--- src/rtl/pic_pkg.sv ---
// Shared definitions for the 8259-style interrupt service path: OCW2 opcodes,
// acknowledge FSM encoding and small level helpers.
package pic_pkg;

  localparam int NUM_IR = 8;

  // OCW2 {R,SL,EOI}
  localparam logic [2:0] EOI_NONSPEC     = 3'b001;
  localparam logic [2:0] EOI_SPEC        = 3'b011;
  localparam logic [2:0] EOI_ROT_NONSPEC = 3'b101;
  localparam logic [2:0] EOI_ROT_SPEC    = 3'b111;
  localparam logic [2:0] SET_PRIO        = 3'b110;
  localparam logic [2:0] ROT_AEOI_SET    = 3'b100;
  localparam logic [2:0] ROT_AEOI_CLR    = 3'b000;
  localparam logic [2:0] EOI_NOP         = 3'b010;

  typedef logic [1:0] state_t;
  localparam state_t ST_IDLE    = 2'd0;
  localparam state_t ST_PENDING = 2'd1;
  localparam state_t ST_ACK1    = 2'd2;

  localparam logic [2:0] SPURIOUS_LEVEL = 3'd7;

  // Lowest set bit wins; the resolver only ever presents one-hot values.
  function automatic logic [2:0] onehot_to_level(input logic [NUM_IR-1:0] v);
    logic [2:0] lvl;
    lvl = '0;
    for (int i = NUM_IR - 1; i >= 0; i--) begin
      if (v[i]) lvl = 3'(i);
    end
    return lvl;
  endfunction

  function automatic logic [2:0] next_level(input logic [2:0] lvl);
    return lvl + 3'd1;
  endfunction

endpackage

--- src/rtl/isr_highest_finder.sv ---
// Rotation-aware search for the highest-priority in-service level; priority
// starts at `rotate` and descends upward modulo 8.
module isr_highest_finder
  import pic_pkg::*;
(
  input  logic [NUM_IR-1:0] isr,
  input  logic [2:0]        rotate,
  output logic [2:0]        level,
  output logic              found
);

  logic [2:0] idx;

  // Walk from lowest to highest priority so the last hit is the winner.
  always_comb begin
    level = '0;
    found = 1'b0;
    idx   = '0;
    for (int i = NUM_IR - 1; i >= 0; i--) begin
      idx = rotate + 3'(i);
      if (isr[idx]) begin
        level = idx;
        found = 1'b1;
      end
    end
  end

endmodule

--- src/rtl/interrupt_service_control.sv ---
// INT/INTA sequencing, ISR ownership and OCW2 EOI/rotate handling for an
// 8259-style controller. Auto-EOI support is built only when AUTO_EOI_EN is defined.
module interrupt_service_control
  import pic_pkg::*;
#(
  parameter int NUM_IR     = pic_pkg::NUM_IR,
  parameter int VEC_BASE_W = 5
) (
  input  logic                  clk,
  input  logic                  reset,
  input  logic [NUM_IR-1:0]     interrupt_vector,
  input  logic                  inta_pulse,
  input  logic [VEC_BASE_W-1:0] vector_base,
  input  logic                  eoi_valid,
  input  logic [2:0]            eoi_op,
  input  logic [2:0]            eoi_level,
  input  logic                  aeoi_mode,
  output logic                  int_out,
  output logic [NUM_IR-1:0]     isr,
  output logic [2:0]            priority_rotate,
  output logic [NUM_IR-1:0]     clear_irr,
  output logic [VEC_BASE_W+2:0] data_out,
  output logic                  data_out_valid
);

  state_t      state;
  logic [2:0]  ack_level;

  logic [2:0]  fnd_level;
  logic        fnd_found;

  logic [NUM_IR-1:0] isr_clr;
  logic [NUM_IR-1:0] isr_set;
  logic [NUM_IR-1:0] isr_nxt;
  logic              eoi_rot_we;
  logic [2:0]        eoi_rot_val;
  logic              aeoi_rot_we;
  logic [2:0]        rot_nxt;

  logic ack1_fire;
  logic pend_fire;

  assign pend_fire = (state == ST_PENDING) && inta_pulse;
  assign ack1_fire = (state == ST_ACK1) && inta_pulse;

  isr_highest_finder u_finder (
    .isr    (isr),
    .rotate (priority_rotate),
    .level  (fnd_level),
    .found  (fnd_found)
  );

`ifdef AUTO_EOI_EN
  logic              rotate_in_aeoi;
  logic [NUM_IR-1:0] ack_vec;
`else
  logic unused_aeoi;
  assign unused_aeoi = aeoi_mode;
`endif

  // EOI decode: clear mask and explicit rotation request.
  always_comb begin
    isr_clr     = '0;
    eoi_rot_we  = 1'b0;
    eoi_rot_val = priority_rotate;
    if (eoi_valid) begin
      case (eoi_op)
        EOI_NONSPEC: begin
          if (fnd_found) isr_clr[fnd_level] = 1'b1;
        end
        EOI_ROT_NONSPEC: begin
          if (fnd_found) begin
            isr_clr[fnd_level] = 1'b1;
            eoi_rot_we         = 1'b1;
            eoi_rot_val        = next_level(fnd_level);
          end
        end
        EOI_SPEC: isr_clr[eoi_level] = 1'b1;
        EOI_ROT_SPEC: begin
          isr_clr[eoi_level] = 1'b1;
          eoi_rot_we         = 1'b1;
          eoi_rot_val        = next_level(eoi_level);
        end
        SET_PRIO: begin
          eoi_rot_we  = 1'b1;
          eoi_rot_val = next_level(eoi_level);
        end
        default: ;
      endcase
    end
  end

  always_comb begin
    aeoi_rot_we = 1'b0;
    isr_set     = pend_fire ? interrupt_vector : '0;
`ifdef AUTO_EOI_EN
    // A spurious acknowledge set no bit, so it has nothing to clear or rotate past.
    if (ack1_fire && aeoi_mode && (ack_vec != '0)) begin
      aeoi_rot_we = rotate_in_aeoi;
    end
`endif
  end

  always_comb begin
    isr_nxt = isr & ~isr_clr;
`ifdef AUTO_EOI_EN
    if (ack1_fire && aeoi_mode) isr_nxt = isr_nxt & ~ack_vec;
`endif
    // Clear before set: an INTA re-setting a just-EOI'd bit keeps it.
    isr_nxt = isr_nxt | isr_set;

    if (eoi_rot_we)       rot_nxt = eoi_rot_val;
    else if (aeoi_rot_we) rot_nxt = next_level(ack_level);
    else                  rot_nxt = priority_rotate;
  end

  always_ff @(posedge clk or posedge reset) begin
    if (reset) begin
      state           <= ST_IDLE;
      int_out         <= 1'b0;
      ack_level       <= '0;
      isr             <= '0;
      priority_rotate <= '0;
      clear_irr       <= '0;
      data_out        <= '0;
      data_out_valid  <= 1'b0;
    end else begin
      clear_irr       <= '0;
      data_out_valid  <= 1'b0;
      isr             <= isr_nxt;
      priority_rotate <= rot_nxt;
      case (state)
        ST_IDLE: begin
          if (interrupt_vector != '0) begin
            state   <= ST_PENDING;
            int_out <= 1'b1;
          end
        end
        ST_PENDING: begin
          if (inta_pulse) begin
            state     <= ST_ACK1;
            int_out   <= 1'b0;
            clear_irr <= interrupt_vector;
            ack_level <= (interrupt_vector != '0) ? onehot_to_level(interrupt_vector)
                                                  : SPURIOUS_LEVEL;
          end
        end
        ST_ACK1: begin
          if (inta_pulse) begin
            state          <= ST_IDLE;
            data_out       <= {vector_base, ack_level};
            data_out_valid <= 1'b1;
          end
        end
        default: state <= ST_IDLE;
      endcase
    end
  end

`ifdef AUTO_EOI_EN
  always_ff @(posedge clk or posedge reset) begin
    if (reset) begin
      rotate_in_aeoi <= 1'b0;
      ack_vec        <= '0;
    end else begin
      if (pend_fire) ack_vec <= interrupt_vector;
      if (eoi_valid && (eoi_op == ROT_AEOI_SET)) rotate_in_aeoi <= 1'b1;
      if (eoi_valid && (eoi_op == ROT_AEOI_CLR)) rotate_in_aeoi <= 1'b0;
    end
  end
`endif

endmodule
--- config.mk ---
export PLATFORM = sky130hd
export DESIGN_NAME = interrupt_service_control
export DESIGN_NICKNAME = d
export VERILOG_FILES = /design/src/rtl/pic_pkg.sv /design/src/rtl/isr_highest_finder.sv /design/src/rtl/interrupt_service_control.sv
export SDC_FILE = /design/constraint.sdc
export NUM_CORES = 1
export LEC_CHECK = 0
export BUFFER_PORTS_ARGS = -buffer_cell sky130_fd_sc_hd__buf_2
export CORE_MARGIN = 2
export CORE_UTILIZATION = 49
export CTS_BUF_LIST = sky130_fd_sc_hd__clkbuf_4 sky130_fd_sc_hd__clkbuf_8 sky130_fd_sc_hd__clkbuf_16
export DETAILED_ROUTE_END_ITERATION = 6
export HOLD_SLACK_MARGIN = 0.05
export PLACE_DENSITY_LB_ADDON = 0.3
export SLEW_MARGIN = 20
export SYNTH_ARGS = -nofsm -noshare
export SYNTH_HDL_FRONTEND = slang
export SYNTH_HIERARCHICAL = 1
export SYNTH_SLANG_ARGS = --single-unit
--- constraint.sdc ---
create_clock -name clk -period 3.8 [get_ports clk]
set_input_delay 1.14 -clock clk [delete_from_list [all_inputs] [get_ports clk]]
set_output_delay 1.14 -clock clk [all_outputs]
set_load 0.1 [all_outputs]
==> qor.txt <==
Outcome - finished clean
H-tree depth - 2
Tcrit/Tclk final - 93.0%
DP Worst Slack - 0.300 ns
CP Max Fanout - 9
TritonCTS clock tree - built
Slew Limit Headroom - 42.6%
Max-slew violation total from the final report - 0
Crit path buf inv count - 1
Slew at the pin closest to its max-slew limit - 0.860 ns
Hpwl dp - 4170 um
Post-CTS Setup Repair Bufs - 0
Final WL - 5600 um
YS warnings - 6
Clock-pin slew on the worst setup and hold paths - 0.07 ns
Post-place instance area - 2640 um2
Overall Global Routing Usage - 22.7%
Worst reg2reg startpoint - priority_rotate[1]
DRC - 0
Worst reg-to-reg path cell count - 11
Largest net degree at the start of global routing - 24
Critical Path AT - 3.71 ns
Wire length per cell - 16.8 um
Area Overhead vs Synth - 18.0%
Synth Register Bits - 34
RR Endpoint - priority_rotate[1]
Worst setup margin - 0.264 ns
Drt via density - 6.03
# IOs - 53
Vias in the first global route - 1879
Main area contributors after synthesis - dfrtp_1 (37%), mux2_2 (6.3%), mux4_1 (5.7%)
R2R Setup Slk - 0.26 ns
Crit path required time - 3.97 ns
Syn_nets - 250
Most common cell in the netlist - dfrtp_1
Initial antenna violation count - 0
Resize count post-CTS - 0
CP max-delay cell - ha_1
Global route overflow - 0
Ys flop type - dfrtp_1
Cell variety after synth - 57
Core area - 4630 um2
Async set-reset flop share out of synthesis - 100%
Worst Setup End Kind - flip-flop
Critical path's largest stage delay - 0.46 ns
Diodes inserted - 0
Min Tclk post-route - 3.54 ns
WHS Path Cells - 2
Final ANT Viol Nets - 0
Post-synth top cells - dfrtp_1 (34), nand2_1 (20), mux2_2 (13), nor2_1 (11), and2_1 (10)
Hold/Removal Path Class - reg2reg
Finished Cell Area - 2740 um2
I/O Buffers - 51
Share of layout cells above drive strength 1 - 32.9%
First-pass GRT wire length - 9280 um
Sum of negative setup slack - 0 ns
Max Clk Rate - 283 MHz
CTS Hold Bufs - 0
Critical Path, Cell by Cell - inv_2 > ha_1 > mux4_1 > mux2_4 > o21ai_2 > a31oi_1 > o21bai_1 > mux2_4 > mux2_1 > ha_1 > mux2_1
Yosys top cell by area - dfrtp_1
Seq/Total Area, Yosys - 36.7%
Hold slack - 0.474 ns
Number of synthesized flops with an enable pin - 0
Final Hold Fails - 0
# rows - 25
Die Wd - 72.8 um
Syn avg cell area - 10.4 um2
Mapped Area - 2320 um2
Clock Path Buffers - 2
Clock Latency Late Sink - 0.29 ns
MaxCap Viol Count - 0
Final Setup Violations - 0
HP Start - int_out
Placer congestion estimate - 0.941
Root buffer cell - clkbuf_8
Area fraction of the dominant cell type after synthesis - 36.7%
Via count - 2015
Clock sinks - 34
Nets - 306
Full die area - 5300 um2
Die height - 72.8 um
RSZ-0062 raised after global routing - no
Worst setup SP type - flip-flop
1st-pass router iterations - 4
Synth Instances - 223
TritonCTS Buffers - 5
Worst Skew - 0.00964 ns
Crit path kind - reg2reg
1st-iter DRT viols - 167
Critical path's top delay family - multiplexers
Worst hold endpoint - int_out
Starting density of the core - 50.1%
cells in the final DEF (no fill, tap or decap), types with 2 or more instances in the layout:
cell type	n
buf_2	51
dfrtp_1	32
nand2_1	20
mux2_2	13
nor2_1	11
and2_1	10
a21oi_1	8
a31o_1	8
buf_4	7
inv_1	6
nor3_1	6
clkbuf_8	6
o21ai_0	5
nand3_1	5
mux4_1	5
mux4_2	5
or4_1	4
nand4_1	4
nor2b_1	4
a31oi_1	4
mux2i_1	4
o31ai_1	3
and3_1	3
nand2b_1	3
ha_1	3
nand3b_1	2
mux2_1	2
and4b_1	2
and3b_1	2
or3_1	2
o21bai_1	2
o41ai_1	2
a211oi_1	2
o21ai_1	2
o21a_1	2
dfrtp_4	2
xor2_1	2
mux2_4	2
o22ai_1	2
worst min-delay path: stages, from the launching register on:
cell     delay [ns]
dfrtp_1        0.34
nand2_1        0.05
o31ai_1        0.05
metal layers:
metal  part of all wire (%)  track usage, %  vias to the layer above
li1                       -               -                      970
met1                     45            31.7                      979
met2                     48            35.4                       55
met3                    4.7            4.83                       11
met4                    2.2            7.82                        0
met5                      0               0                        -
through the flow:
stage                     instances  util [%]
after floorplan                 223         -
after global placement          326      57.1
after detailed placement        326      57.1
after CTS                       334      59.2
after global routing            334      59.2
final                           334      59.2
worst max-delay path by stage:
stage / start / end / slack, ns / cells past startpoint
finish: priority_rotate[1] / priority_rotate[1] / 0.26 / 11
floorplan: priority_rotate[1] / priority_rotate[1] / 0.02 / 14
CTS: priority_rotate[1] / priority_rotate[1] / 0.28 / 11
global route: priority_rotate[1] / priority_rotate[2] / 0.09 / 12
global placement: priority_rotate[1] / priority_rotate[1] / 0.36 / 11
detailed placement: priority_rotate[1] / priority_rotate[1] / 0.30 / 11
registers in the layout (all words and copies together) (netlist names):
register         cells
data_out_valid       1
isr                  8
ack_level            3
state                2
data_out             8
clear_irr            8
priority_rotate      3
int_out              1
final cells by class:
type	count	area, um2
multi-input combinational	173	1380
inverter	7	26.3
clock inverter	1	5.00
clock buffer	7	90.1
timing repair buffer	58	308
sequential	34	858
fill	414	1890
tap	54	67.6
cell families (layout without fill, tap and decap cells):
group / after synthesis / count (layout) / share of synthesized area, %
and+or+nand+nor: 85 / 85 / 20.4
buffers and inverters: 16 / 73 / 3.88
DFF: 34 / 34 / 36.7
adders and majority gates: 3 / 3 / 1.62
AOI/OAI and AO/OA: 51 / 51 / 15.6
muxes: 31 / 31 / 20.6
xor gates and xnor gates: 3 / 3 / 1.13
Power is left out: the tool's default activity adds up to more than one toggle a clock period on the data nets, which glitch-free logic cannot reach.
